==> src/rtl/maze_pkg.sv <==
// Shared types, heading encodings and the dir-to-heading lookup for the
// wall-following maze solver.
package maze_pkg;

  typedef enum logic [2:0] {
    ST_IDLE,
    ST_MV,
    ST_WAIT_MV,
    ST_HDNG,
    ST_WAIT_HDNG,
    ST_DONE
  } state_t;

  typedef logic [1:0] dir_t;

  localparam logic [11:0] HDNG_N = 12'h000;
  localparam logic [11:0] HDNG_W = 12'h3FF;
  localparam logic [11:0] HDNG_S = 12'h7FF;
  localparam logic [11:0] HDNG_E = 12'hC00;

  // dir counts counter-clockwise from north, so a left turn is +1.
  function automatic logic [11:0] dir2hdng(input dir_t d);
    case (d)
      2'd0:    dir2hdng = HDNG_N;
      2'd1:    dir2hdng = HDNG_W;
      2'd2:    dir2hdng = HDNG_S;
      default: dir2hdng = HDNG_E;
    endcase
  endfunction

  function automatic dir_t hdng2dir(input logic [11:0] h);
    case (h)
      HDNG_W:  hdng2dir = 2'd1;
      HDNG_S:  hdng2dir = 2'd2;
      HDNG_E:  hdng2dir = 2'd3;
      default: hdng2dir = 2'd0;
    endcase
  endfunction

endpackage

==> src/rtl/maze_solve_turn_sel.sv <==
// Next-heading choice for the wall follower: preferred side first, then the
// other side, otherwise turn around.
module turn_sel (
  input  logic [1:0] dir_i,
  input  logic       aff_i,
  input  logic       lft_opn_i,
  input  logic       rght_opn_i,
  output logic [1:0] nxt_dir_o
);

  always_comb begin
    nxt_dir_o = dir_i + 2'd2;
    if (aff_i) begin
      if (lft_opn_i)       nxt_dir_o = dir_i + 2'd1;
      else if (rght_opn_i) nxt_dir_o = dir_i - 2'd1;
    end else begin
      if (rght_opn_i)      nxt_dir_o = dir_i - 2'd1;
      else if (lft_opn_i)  nxt_dir_o = dir_i + 2'd1;
    end
  end

endmodule

==> src/rtl/maze_solve.sv <==
// Wall-follower command initiator: alternates forward moves and heading
// changes toward navigate, stopping once the magnet has been found.
module maze_solve
  import maze_pkg::*;
#(
  parameter logic [11:0] INIT_HDNG = 12'h000
) (
  input  logic        clk,
  input  logic        rst,
  input  logic        cmd_md,
  input  logic        cmd0,
  input  logic        mv_cmplt,
  input  logic        lft_opn,
  input  logic        rght_opn,
  input  logic        sol_cmplt,
  output logic        strt_hdng,
  output logic [11:0] dsrd_hdng,
  output logic        strt_mv,
  output logic        stp_lft,
  output logic        stp_rght,
  output logic        solved,
  output logic [2:0]  state_dbg
);

  // Handshake: strt_hdng/strt_mv are single-cycle requests; navigate answers
  // each with a single-cycle mv_cmplt, which is only honoured in WAIT_* states.
  state_t      state_q;
  dir_t        dir_q;
  dir_t        dir_d;
  logic        aff_q;
  logic        sol_q;
  logic        strt_hdng_q;
  logic        strt_mv_q;
  logic        stp_lft_q;
  logic        stp_rght_q;
  logic        solved_q;
  logic [11:0] dsrd_hdng_q;

  turn_sel u_turn_sel (
    .dir_i      (dir_q),
    .aff_i      (aff_q),
    .lft_opn_i  (lft_opn),
    .rght_opn_i (rght_opn),
    .nxt_dir_o  (dir_d)
  );

  always_ff @(posedge clk or posedge rst) begin
    if (rst) begin
      state_q     <= ST_IDLE;
      dir_q       <= hdng2dir(INIT_HDNG);
      aff_q       <= 1'b0;
      sol_q       <= 1'b0;
      strt_hdng_q <= 1'b0;
      strt_mv_q   <= 1'b0;
      stp_lft_q   <= 1'b0;
      stp_rght_q  <= 1'b0;
      solved_q    <= 1'b0;
      dsrd_hdng_q <= INIT_HDNG;
    end else begin
      strt_hdng_q <= 1'b0;
      strt_mv_q   <= 1'b0;
      if (state_q != ST_IDLE && sol_cmplt) sol_q <= 1'b1;
      // Abort: heading is kept so the next solve resumes facing the same way.
      if (!cmd_md) begin
        state_q    <= ST_IDLE;
        stp_lft_q  <= 1'b0;
        stp_rght_q <= 1'b0;
        sol_q      <= 1'b0;
        solved_q   <= 1'b0;
      end else begin
        case (state_q)
          ST_IDLE: begin
            aff_q      <= cmd0;
            stp_lft_q  <= cmd0;
            stp_rght_q <= ~cmd0;
            sol_q      <= 1'b0;
            strt_mv_q  <= 1'b1;
            state_q    <= ST_MV;
          end
          ST_MV:   state_q <= ST_WAIT_MV;
          ST_WAIT_MV: begin
            if (mv_cmplt) begin
              if (sol_cmplt || sol_q) begin
                solved_q <= 1'b1;
                state_q  <= ST_DONE;
              end else begin
                dir_q       <= dir_d;
                dsrd_hdng_q <= dir2hdng(dir_d);
                strt_hdng_q <= 1'b1;
                state_q     <= ST_HDNG;
              end
            end
          end
          ST_HDNG: state_q <= ST_WAIT_HDNG;
          ST_WAIT_HDNG: begin
            if (mv_cmplt) begin
              if (sol_q) begin
                solved_q <= 1'b1;
                state_q  <= ST_DONE;
              end else begin
                strt_mv_q <= 1'b1;
                state_q   <= ST_MV;
              end
            end
          end
          ST_DONE: state_q <= ST_DONE;
          default: state_q <= ST_IDLE;
        endcase
      end
    end
  end

  assign strt_hdng = strt_hdng_q;
  assign strt_mv   = strt_mv_q;
  assign stp_lft   = stp_lft_q;
  assign stp_rght  = stp_rght_q;
  assign solved    = solved_q;
  assign dsrd_hdng = dsrd_hdng_q;
  assign state_dbg = state_q;

endmodule

==> config.mk <==
export PLATFORM = sky130hd
export DESIGN_NAME = maze_solve
export DESIGN_NICKNAME = d
export VERILOG_FILES = /design/src/rtl/maze_pkg.sv /design/src/rtl/maze_solve_turn_sel.sv /design/src/rtl/maze_solve.sv
export SDC_FILE = /design/constraint.sdc
export NUM_CORES = 1
export LEC_CHECK = 0
export ABC_AREA = 0
export BUFFER_PORTS_ARGS = -buffer_cell sky130_fd_sc_hd__buf_2
export CORE_ASPECT_RATIO = 0.75
export CORE_MARGIN = 4
export CORE_UTILIZATION = 43
export CTS_CLUSTER_SIZE = 20
export DETAILED_ROUTE_END_ITERATION = 7
export PLACE_DENSITY = 0.75
export REMOVE_ABC_BUFFERS = 1
export SLEW_MARGIN = 20
export SYNTH_ARGS = -nofsm -noshare
export SYNTH_HDL_FRONTEND = slang
export SYNTH_SLANG_ARGS = --single-unit
==> constraint.sdc <==
create_clock -name clk -period 1.5 [get_ports clk]
set_input_delay 0.3 -clock clk [delete_from_list [all_inputs] [get_ports clk]]
set_output_delay 0.3 -clock clk [all_outputs]
set_load 0.01 [all_outputs]
* After elaboration in Yosys (flattened, before gate mapping)
Cells that the tools add are included.
** Storage, ports and cells
- Flip-flop bits (word level) :: 24
- Input bits :: 8
- Output and inout bits :: 20
- Word-level logic and storage cells :: 71
** Operators by class
- Add/sub/neg operators :: 3
- Equality and inequality tests :: 14
- Mux-type cells :: 33
- Bitwise logic cells :: 2
- Reduce and logical (&&, ||, !) cells :: 9
** Operator list (number)
- case mux 12 bit (3 select lines) :: 1
- 2-to-1 mux 1 bit :: 19
- case mux 3 bit (6 select lines) :: 1
- 2-to-1 mux 3 bit :: 5
- inequality test 3 bit, second input constant :: 4
- 2-to-1 mux 2 bit :: 5
- == test 3 x 2 -> 1 bit, second input constant :: 2
- == test 3 bit, second input constant :: 2
- inequality test 3 x 1 -> 1 bit, second input constant :: 2
- AND reduction 5 bit :: 1
- case mux 1 bit (2 select lines) :: 2
- AND reduction 2 bit :: 2
- AND reduction 4 bit :: 1
- == test 3 x 1 -> 1 bit, second input constant :: 1
- logical NOT 3 bit :: 1
- nonzero test 3 bit :: 1
- adder 2 x 1 -> 2 bit, second input constant :: 1
- adder 2 bit, second input constant :: 1
- == test 2 x 1 -> 1 bit, second input constant :: 1
- == test 2 bit, second input constant :: 1
- logical NOT 2 bit :: 1
- inequality test 2 x 1 -> 1 bit, second input constant :: 1
- inverter 1 bit :: 2
- subtractor 2 x 1 -> 2 bit, second input constant :: 1
- other kinds (2) :: 2

* Depth between registers and ports, before layout
Gate-level depths: netlist of the first run.
- Depth in word-level cells :: 6
- Gate-level depth with buffers :: 6
- Mapped depth without buffers :: 6

* Hierarchy
Synthesis of the first run repeated with hierarchy kept, for this count alone.
** Second synthesis, totals
- Cells, all modules :: 82
- Area total of the unflattened synthesis :: 855.8 µm²
** Modules (own cells, without submodules)
- maze_solve :: times used 1, cells each 75, area each 809.5 µm², seq. area each 375.4 µm²
- turn_sel :: times used 1, cells each 7, area each 46.3 µm², seq. area each 0.0 µm²

* Least setup slack after synthesis of the first run
No wires, ideal clock.
- Kind :: register -> register
- Start point :: register aff_q
- End point :: register dsrd_hdng_q[9] (netlist: dsrd_hdng[9])
- Setup time :: 0.125 ns
- Arrival :: 1.389 ns
- Data required time :: 1.375 ns
- Path slack :: -0.013 ns
- Cell stages (with the launch flop) :: 6
- Buffers on the path :: 0
- Period minus slack after synthesis :: 1.513 ns
- Cells stage by stage :: dfrtp_1 > nand2b_1 > a32oi_1 > xor2_1 > ha_1 > mux2_2
** Between the ends
- Word-level cells in the longest chain between the ends :: 3
- Elaborated cells between the ends (all ways) :: 5
- Those cells by class :: eq/ne (2); mux (2); reduce/logical (1)
** Ends and longest elaborated chain
- from (decl) :: line maze_solve.sv:30 : logic aff_q;
- from (signal assigned) :: line maze_solve.sv:73 : aff_q <= cmd0;
- 2-to-1 mux 2 bit * :: line maze_solve_turn_sel.sv:13 : if (aff_i) begin
- via dir_d[1] :: line maze_solve.sv:29 : dir_t dir_d;
- == test 2 bit, or another cell as far along :: line maze_pkg.sv:23 : case (d)
- case mux 12 bit (3 select lines) * :: line maze_pkg.sv:23
- to (signal assigned) :: line maze_solve.sv:88 : dsrd_hdng_q <= dir2hdng(dir_d);
- to (decl) :: line maze_solve.sv:37 : logic [11:0] dsrd_hdng_q;
The timed path passes the listed nets; every way through them passes the cells marked *.
A chain may end at the register's enable or synchronous reset.

* Worst setup path in the final report of the first run
Ends and elaborated chain as after synthesis.

==> impl_results.md, run 1 <==
* Sink Count at 15
* Mapped Area at around 810 um^2
* CTS Buf Count at 3
* R2R cell count at 5
* Initial DRC Count at 14
* Die Width at between 50 and 60 um
* HP Class: input pin to async pin
* Met3 WL at ~150 um
* Peak Freq at between 600 and 700 MHz
* DRC Markers at 0
* Clock slew at reported path FFs at 90 ps
* Highest Signal Layer: met3
* Family with the most delay on the worst path: flip-flops
* Port Buffers at 27
* Crit-path max FO at 3
* Synth area leader: dfrtp_1
* Final Instance Area at approximately 1000 um^2
* Combinational share of power at a little under half
* Met2 WL at 647 um
* Average wire per standard cell at ~12 um
* Static leakage at ~0.55 nW
* Maxcap violations at 0
* Worst Path Arrival at approximately 1700 ps
* Core ar. at approximately 0.0018 mm^2
* # diodes at 0
* Power, Total at 0.00154 W
* Pin count of the biggest net entering global routing at 16
* Worst setup endpoint: dsrd_hdng[9]$_DFFE_PP0P_
* Die ar. at 0.00266 mm^2
* Setup crit end kind: flip-flop
* DPL Wire Length at roughly 1200 um
* Power Dens Cells at between 1500 and 2000 mW/mm^2
* I/O Pins at 28
* Reg-to-Reg Start: aff_q$_DFFE_PP0P_
* Critical Path RT at around 1700 ps
* Layout Skew at 7.15 ps
* Htree depth at 1
* Mapped Cells at 80
* Critical path's slowest cell: dfrtp_1
* Via density at 4.86
* Slowest stage delay, CP at approximately 400 ps
* Clk Latency, worst-skew pair at between 200 and 300 ps
* Sequential power share at around two fifths
* Clk pwr share at between 10% and 20%
* Final setup margin at -45.7 ps
* Type of origin of the critical path: flip-flop
* RSZ-0062 raised after global routing: yes
* Syn. warnings at 0
* Final Hold Fails at 0
* Nets at 117
* Final Max Tran Viols at 0
* Synthesized area per cell at a little over 10 um^2
* Part of the cycle the worst path needs at 103%
* Post-route ant nets at 0
* Library cells used by synthesis at 25
* P_sw at between 0.0005 and 0.0006 W
* Vias after detailed routing at around 620
* Clock Path Buffers at 2
* Drt total wl at 1560 um
* Dpl cell area at roughly 940 um^2
* Capture point of the worst reg-to-reg path: dsrd_hdng[9]$_DFFE_PP0P_
* Starting density of the core at between 40% and 50%
* Area grow syn2layout at 22.6%
* GRT overflow at 0
* Initial antenna violation count at 0
* Utilization after layout at 56.8%
* Least-Margin Pin Slew at between 500 and 600 ps
* Internal at 0.000956 W
* Failing checks: setup timing
* Wire length on met1 at about 750 um
* Vias in the first global route at between 500 and 600
* Layout cells sized above 1 at between 40% and 50%
* Die H at ~46 um
* Max VDD drop at 0.000876 V
* # setup viols final at 1
* Yosys top cell area share at between 40% and 50%
* Slew headroom at 60.6%
* Sequential share of the synthesized area at 46.2%
* Synthesized flop and latch total at 15
* Routability congestion estimate at approximately 0.75
* Crit path launch: aff_q$_DFFE_PP0P_
* R2r setup slk at -50 ps
* Drt pass-1 iters at 4
* Root buffer cell: clkbuf_4
* CTS tree: built
* First-pass GRT wire length at about 2500 um
* Crit path buf inv count at 0
* Net Sw Frac at 37.8%
* Synth top area cells: dfrtp_1, buf_4, mux2_2
* Total GRT Usage at between 10% and 20%
* Crit path cell chain: nand2b_4 > a32oi_2 > xor2_1 > ha_1 > mux2_2
* Row count at 13
* Status: finished, violations left
* Crit. path cell count at 5
* Fin crit period at 1550 ps
* Setup Crit Path Kind: flip-flop to flip-flop
==> Yosys cell counts, drive strengths merged <==
cell and n:
a21oi 3, a22oi 1, a32oi 1, and3 1, buf 11, dfrtp 15, ha 2, inv 5
mux2 4, mux2i 1, nand2 5, nand2b 2, nand3 1, nor2 7, nor2b 4, nor3 3
nor4b 2, o211a 1, o21ai 5, o2bb2ai 1, xnor2 1, xor2 4
==> worst register-to-register path, delay by kind of cell (launching register included) <==
kind            cells  cell delay (ps)
flops               1              400
fa+ha+maj           1              260
mux                 1              260
xor+xnor            1              210
compound gates      1              180
simple gates        1              140
==> layer usage <==
metal | GRT usage, % | vias up
met2 | 18.7 | 28
met5 | 0 | -
met3 | 5.38 | 0
li1 | - | 315
met4 | 4.17 | 0
met1 | 17.7 | 279
==> power groups by stage <==
stage	combinational, W	clock (W)	sequential [W]
6_report	0.000700	0.000227	0.000608
5_1_grt	0.000770	0.000258	0.000628
4_1_cts	0.000683	0.000237	0.000610
3_5_place_dp	0.000665	0	0.000615
3_3_place_gp	0.000649	0	0.000609
2_1_floorplan	0.000241	0	0.000710
==> worst min path at each step <==
stage,to,slack (ps)
6_report,dsrd_hdng[11]$_DFFE_PP0P_,70
5_1_grt,state_dbg[2]$_DFFE_PP0P_,100
4_1_cts,dsrd_hdng[11]$_DFFE_PP0P_,90
3_5_place_dp,dsrd_hdng[11]$_DFFE_PP0P_,400
3_3_place_gp,strt_mv$_DFF_PP0_,380
2_1_floorplan,aff_q$_DFFE_PP0P_,200
==> repair_timing <==
action	in CTS	in global routing
resized for setup	2	3
hold buffers	0	0
setup buffers	0	0
pin swaps	1	2
setup endpoints to repair	1	3
==> cell families after synthesis <==
kind of cell,Yosys count,synth area share (%)
buffers and inverters,16,11.8
flip-flops,15,46.2
AND/OR/NAND/NOR,25,17.5
multiplexers,5,6.77
adder cells (fa/ha/maj),2,3.08
XOR/XNOR,5,5.38
AO/OA/AOI/OAI,12,9.23
==> placed cells by master, fill, tap and decap left out, types with 2 or more instances in the layout <==
cell	n
inv_1	5
buf_4	6
nand2_1	5
a21oi_1	3
xor2_1	4
buf_2	27
dfrtp_1	15
o21ai_0	4
nor2_1	7
nor3_1	2
clkbuf_4	3
nor2b_1	4
mux2_2	4
==> metrics by stage <==
step / std cells / TNS [ps] / worst slack [ps] / hold slack, ps
global placement: 124 / -78.2 / -78.2 / 375
CTS: 128 / -72.8 / -72.8 / 86.4
global route: 128 / -187 / -149 / 102
detailed placement: 124 / -142 / -142 / 397
finish: 128 / -45.7 / -45.7 / 68.4
floorplan: 69 / -14.7 / -14.7 / 201
==> sequential cells by signal, summed over array words and instances (netlist names) <==
register and cells:
sol_q 1, solved 1, stp_lft 1, state_dbg 3
aff_q 1, dir_q 2, strt_hdng 1, stp_rght 1
strt_mv 1, dsrd_hdng 3
==> area by class of cell <==
| cell class | count | area [um^2] |
|---|---|---|
| Inverter | 5 | 18.8 |
| Sequential cell | 15 | 375 |
| Fill cell | 164 | 759 |
| Clock buffer | 4 | 26.3 |
| Multi-Input combinational cell | 49 | 369 |
| Timing Repair Buffer | 33 | 180 |
| Tap cell | 22 | 27.5 |
Power figures use the tool's default switching activity.
==> run 2, diff against run 1 <==
--- a/config.mk
+++ b/config.mk
@@ -5,11 +5,11 @@
 export SDC_FILE = /design/constraint.sdc
 export NUM_CORES = 1
 export LEC_CHECK = 0
-export ABC_AREA = 0
+export ABC_AREA = 1
 export BUFFER_PORTS_ARGS = -buffer_cell sky130_fd_sc_hd__buf_2
 export CORE_ASPECT_RATIO = 0.75
 export CORE_MARGIN = 4
-export CORE_UTILIZATION = 43
+export CORE_UTILIZATION = 44
 export CTS_CLUSTER_SIZE = 20
 export DETAILED_ROUTE_END_ITERATION = 7
 export PLACE_DENSITY = 0.75
==> run 2 against run 1 <==
  * First-iteration DRC count increased by 71%
  * Hold slack got worse by 6.4 ps
  * Cell count is 19% higher
  * Non-clock buffer count fell by 6
  * Flip-flop and latch count unchanged
  * Global-route usage rose by 1.9 points
  * Setup slack better by 240 ps
  * The flow now finishes without violations
  * Register-to-register slack better by 240 ps
  * Critical path depth grew 2
  * Final area is 0.88% lower
  * Via count grew 23%
  * Critical path type unchanged
  * Critical endpoint unchanged
  * Synthesized cell count increased by 36%
==> impl_results.md, run 2 <==
* Sequential share of the synthesized area at between 40% and 50%
* HP Class: input pin to async pin
* Top_reg_cell synth: dfrtp_1
* Port Buffers at 27
* DRC Markers at 0
* Least-Margin Pin Slew at between 500 and 600 ps
* Final Max Tran Viols at 0
* Die ar. at ~0.0028 mm^2
* DPL Wire Length at roughly 1400 um
* Vias in the first global route at ~660
* Vias after detailed routing at around 770
* Setup crit end kind: flip-flop
* CTS tree: built
* Synthesized flop and latch total at 15
* Layout cells sized above 1 at 34.6%
* Initial DRC Count at 24
* Ys async rst share at between 90% and 100%
* Mapped Area at 872 um^2
* Clk pwr share at between 10% and 20%
* Area grow syn2layout at 13.3%
* Worst Path Arrival at around 1500 ps
* Max VDD drop at about 0.00087 V
* Final Hold Fails at 0
* Power, Total at about 0.0015 W
* Fillers at 166
* Root buffer cell: clkbuf_4
* Critical Path RT at 1680 ps
* Total GRT Usage at roughly 15%
* Htree depth at 1
* Clock slew at reported path FFs at ~80 ps
* P_sw at ~0.00063 W
* Row count at 13
* Most instantiated cells after synthesis: nand2_1, dfrtp_1, buf_4
* First-pass GRT wire length at about 3000 um
* Clk Latency, worst-skew pair at 280 ps
* Net Sw Frac at approximately 41%
* Routability congestion estimate at between 0.8 and 0.9
* Syn. warnings at 0
* Die Width at roughly 60 um
* Yosys top cell area share at 43.0%
* Die H at approximately 47 um
* Crit-path max FO at 5
* CTS Buf Count at 3
* GRT overflow at 0
* Commonest non-fill, non-tap cell in the layout: nand2_1
* Register area at ~380 um^2
* Type of origin of the critical path: flip-flop
* Maxcap violations at 0
* Internal at 0.000892 W
* # hold bufs at CTS at 0
* Core ar. at 0.00181 mm^2
* Clock Path Buffers at 2
* Part of the cycle the worst path needs at 86.9%
* TNS Setup at 0 ps
* Mapped Cells at around 110
* Layout Skew at approximately 0.7 ps
* Drt pass-1 iters at 4
* Via density at approximately 5.0
* CTS resizes at 0
* # setup viols final at 0
* Most frequent cells in the layout: nand2_1, buf_2, dfrtp_1
* Post-route ant nets at 0
* Nets at 141
* RSZ-0062 raised after global routing: no
* Power Dens Cells at 1540 mW/mm^2
* Combinational share of power at ~44%
* Slew headroom at around 60%
* Library cells used by synthesis at 22
* Pin count of the biggest net entering global routing at 16
* I/O Pins at 28
* Static leakage at ~0.56 nW
* Footprint of the multi-input gates at between 300 and 400 um^2
* Synth area leader: dfrtp_1
* Setup Crit Path Kind: flip-flop to flip-flop
* Sequential power share at approximately 41%
* Initial antenna violation count at 0
* Synthesized area per cell at approximately 8.0 um^2
* Most frequent cell after synthesis: nand2_1
* Peak Freq at 767 MHz
* EDFF count, synth at 0
* Synth top area cells: dfrtp_1, nand2_1, buf_4
* Fin crit period at 1300 ps
* Starting density of the core at between 40% and 50%
* Average wire per standard cell at approximately 11 um
* Drt total wl at around 1700 um
* Sink Count at 15
* # diodes at 0
* Status: finished, final reports clean
* Post-CTS setup buffers at 0
==> run 2: area by class of cell <==
cell class	count	area share (%)
tap	22	2.78
inverter	11	4.68
clock buffer	4	2.66
timing repair buffer	27	13.7
sequential	15	38.0
multi-input combinational	73	38.2
==> run 2: power by group through the flow <==
| stage | Clock [W] | Sequential, W | Combinational [W] |
|---|---|---|---|
| 3_3_place_gp | 0 | 0.000623 | 0.000663 |
| 5_1_grt | 0.000269 | 0.000645 | 0.000767 |
| 3_5_place_dp | 0 | 0.000631 | 0.000679 |
| 6_report | 0.000228 | 0.000621 | 0.000671 |
| 2_1_floorplan | 0 | 0.000723 | 0.000313 |
| 4_1_cts | 0.000242 | 0.000623 | 0.000682 |
==> run 2: kinds of logic after synthesis <==
family	count (synthesis)	synth area share, %
AOI/OAI and AO/OA	10	6.46
xor gates and xnor gates	1	1.00
adders and majority gates	2	2.87
buffers and inverters	21	13.6
DFF	15	43.0
and+or+nand+nor	60	33.0
==> run 2: per-layer routing <==
metal | part of all wire, % | up-vias | global-route usage, %
li1 | - | 387 | -
met1 | 45 | 344 | 19.6
met2 | 43 | 33 | 21.1
met3 | 10 | 2 | 6.16
met4 | 1.1 | 0 | 6.33
met5 | 0 | - | 0
==> run 2: final timing paths <==
check                                           from                       end  slack (ps)  cells after the start
max in group asynchronous                        rst      dir_q[0]$_DFFE_PP0P_        1060                      2
worst max register to register  dir_q[0]$_DFFE_PP0P_  dsrd_hdng[9]$_DFFE_PP0P_         200                      7
worst min register to register    solved$_DFFE_PP0P_        solved$_DFFE_PP0P_         480                      2
worst max-delay path            dir_q[0]$_DFFE_PP0P_  dsrd_hdng[9]$_DFFE_PP0P_         200                      7
min in group clk                                cmd0      stp_rght$_DFFE_PP0N_         230                      2
worst min-delay path                             rst        solved$_DFFE_PP0P_          60                      2
==> run 2: stage by stage <==
stage / cell area (um^2) / util (%) / worst slack (ps) / hold slack, ps / instances
floorplan: 800 / - / 302 / 201 / 99
global placement: 962 / 53.3 / 168 / 385 / 148
detailed placement: 962 / 53.3 / 80.4 / 395 / 148
CTS: 988 / 54.7 / 174 / 81.3 / 152
global route: 988 / 54.7 / 80.7 / 94.0 / 152
finish: 988 / 54.7 / 196 / 61.9 / 152
==> run 2: critical path: stages (launching register included) <==
cell     delay, ps
dfrtp_1        430
nand2_1         80
nor2_1          40
o21ai_0        150
nand2_1        110
ha_1           290
nand2_1         70
nand2_1         40
==> run 3, diff against run 2 <==
--- a/config.mk
+++ b/config.mk
@@ -12,6 +12,7 @@
 export CORE_UTILIZATION = 44
 export CTS_CLUSTER_SIZE = 20
 export DETAILED_ROUTE_END_ITERATION = 7
+export MAX_ROUTING_LAYER = met4
 export PLACE_DENSITY = 0.75
 export REMOVE_ABC_BUFFERS = 1
 export SLEW_MARGIN = 20
==> run 3 against run 2 <==
  * Setup slack lost 7.0 ps
  * Clock power is essentially flat
  * Highest routed layer unchanged
  * Hold slack lost 1.9 ps
  * Fmax shrank 0.53%
  * Largest power group unchanged
  * Final area is the same
  * Power is essentially flat
==> impl_results.md, run 3 (same netlist as run 2, synthesis figures left out) <==
* RSZ-0062 raised after global routing: no
* Least-Margin Pin Slew at between 500 and 600 ps
* Critical path's most frequent cell: nand2_1
* Initial DRC Count at 23
* Die ar. at between 0.002 and 0.003 mm^2
* TNS Setup at 0 ps
* Drt total wl at 1690 um
* Die Width at slightly below 60 um
* Port Buffers at 27
* GRT overflow at 0
* Part of the cycle the worst path needs at 87.4%
* Post-route ant nets at 0
* Maxcap violations at 0
* CTS tree: built
* Clk Latency, worst-skew pair at roughly 280 ps
* # setup viols final at 0
* DPL Wire Length at 1370 um
* Vias after detailed routing at 770
* Slowest stage delay, CP at around 430 ps
* HP Class: input pin to async pin
* Crit path buf inv count at 0
* Nets at 141
* Die H at around 47 um
* Layout cells sized above 1 at between 30% and 40%
* Crit path cell chain: nand2_1 > nor2_1 > o21ai_0 > nand2_1 > ha_1 > nand2_1 > nand2_1
* Average wire per standard cell at around 11 um
* Peak Freq at about 760 MHz
* Final Max Tran Viols at 0
* Crit-path max FO at 5
* Slew headroom at a little over 60%
* Post-CTS setup buffers at 0
* CTS resizes at 0
* Total GRT Usage at between 10% and 20%
* DRC Markers at 0
* Clock slew at reported path FFs at about 80 ps
* Worst hold slack at approximately 60 ps
* Final Hold Fails at 0
* Most frequent cells in the layout: nand2_1, buf_2, dfrtp_1
* Sink Count at 15
* Status: finished, final reports clean
* Vias in the first global route at 656
* Type of origin of the critical path: flip-flop
* Power Dens Cells at roughly 1500 mW/mm^2
* Clock Path Buffers at 2
* CTS Buf Count at 3
* Layout Skew at ~0.42 ps
* Htree depth at 1
* Area grow syn2layout at 13.3%
* Core ar. at ~0.0018 mm^2
* # diodes at 0
* Commonest non-fill, non-tap cell in the layout: nand2_1
* Root buffer cell: clkbuf_4
* I/O Pins at 28
* Fin crit period at roughly 1300 ps
* Initial antenna violation count at 0
* Worst Path Arrival at 1500 ps
* Via density at slightly above 5
* # hold bufs at CTS at 0
* Max VDD drop at between 0.0008 and 0.0009 V
* Static leakage at 0.563 nW
* Drt pass-1 iters at 4
* Fillers at between 150 and 200
* First-pass GRT wire length at between 2000 and 3000 um
* Family with the most delay on the worst path: flip-flops
* Pin count of the biggest net entering global routing at 16
* Critical path's slowest cell: dfrtp_1
* Setup Crit Path Kind: flip-flop to flip-flop
* Row count at 13
* Critical Path RT at about 1700 ps
* Setup crit end kind: flip-flop
* Routability congestion estimate at between 0.8 and 0.9
* Starting density of the core at 48.3%
[run 3: routing by layer]
| metal | vias up | routed length [um] | GRT usage, % |
|---|---|---|---|
| met3 | 4 | 169 | 5.88 |
| met4 | 0 | 27 | 6.33 |
| met5 | - | 0 | - |
| met2 | 29 | 711 | 21.1 |
| li1 | 387 | - | - |
| met1 | 350 | 777 | 19.8 |
[run 3: per-stage QoR]
step	util, %	area (um^2)	instances	setup WS (ps)	total power, W
after floorplan	-	800	99	302	0.00104
after global placement	53.3	962	148	168	0.00129
after detailed placement	53.3	962	148	80.4	0.00131
after CTS	54.7	988	152	174	0.00155
after global routing	54.7	988	152	80.7	0.00168
final	54.7	988	152	189	0.00152
[run 3: layout make-up]
cell class	instances	area, um^2	area share (%)
sequential	15	375	38.0
inverter	11	46.3	4.68
tap	22	27.5	2.78
clock buffer	4	26.3	2.66
multi-input combinational	73	378	38.2
timing repair buffer	27	135	13.7
[run 3: where the power goes]
part	internal [W]	leakage, nW	switching (W)	total (W)
clock	0.000103	0.0150	0.000126	0.000229
combinational	0.000275	0.353	0.000396	0.000670
sequential	0.000514	0.195	0.000108	0.000621
[run 3: worst paths after layout]
check                                                end            startpoint  slack [ps]  cells past startpoint
worst max-delay path            dsrd_hdng[9]$_DFFE_PP0P_  dir_q[0]$_DFFE_PP0P_         190                      7
worst min-delay path                  solved$_DFFE_PP0P_                   rst          60                      2
worst max register to register  dsrd_hdng[9]$_DFFE_PP0P_  dir_q[0]$_DFFE_PP0P_         190                      7
worst min register to register        solved$_DFFE_PP0P_    solved$_DFFE_PP0P_         480                      2
max in group asynchronous           dir_q[0]$_DFFE_PP0P_                   rst        1060                      2
min in group clk                    stp_rght$_DFFE_PP0N_                  cmd0         230                      2
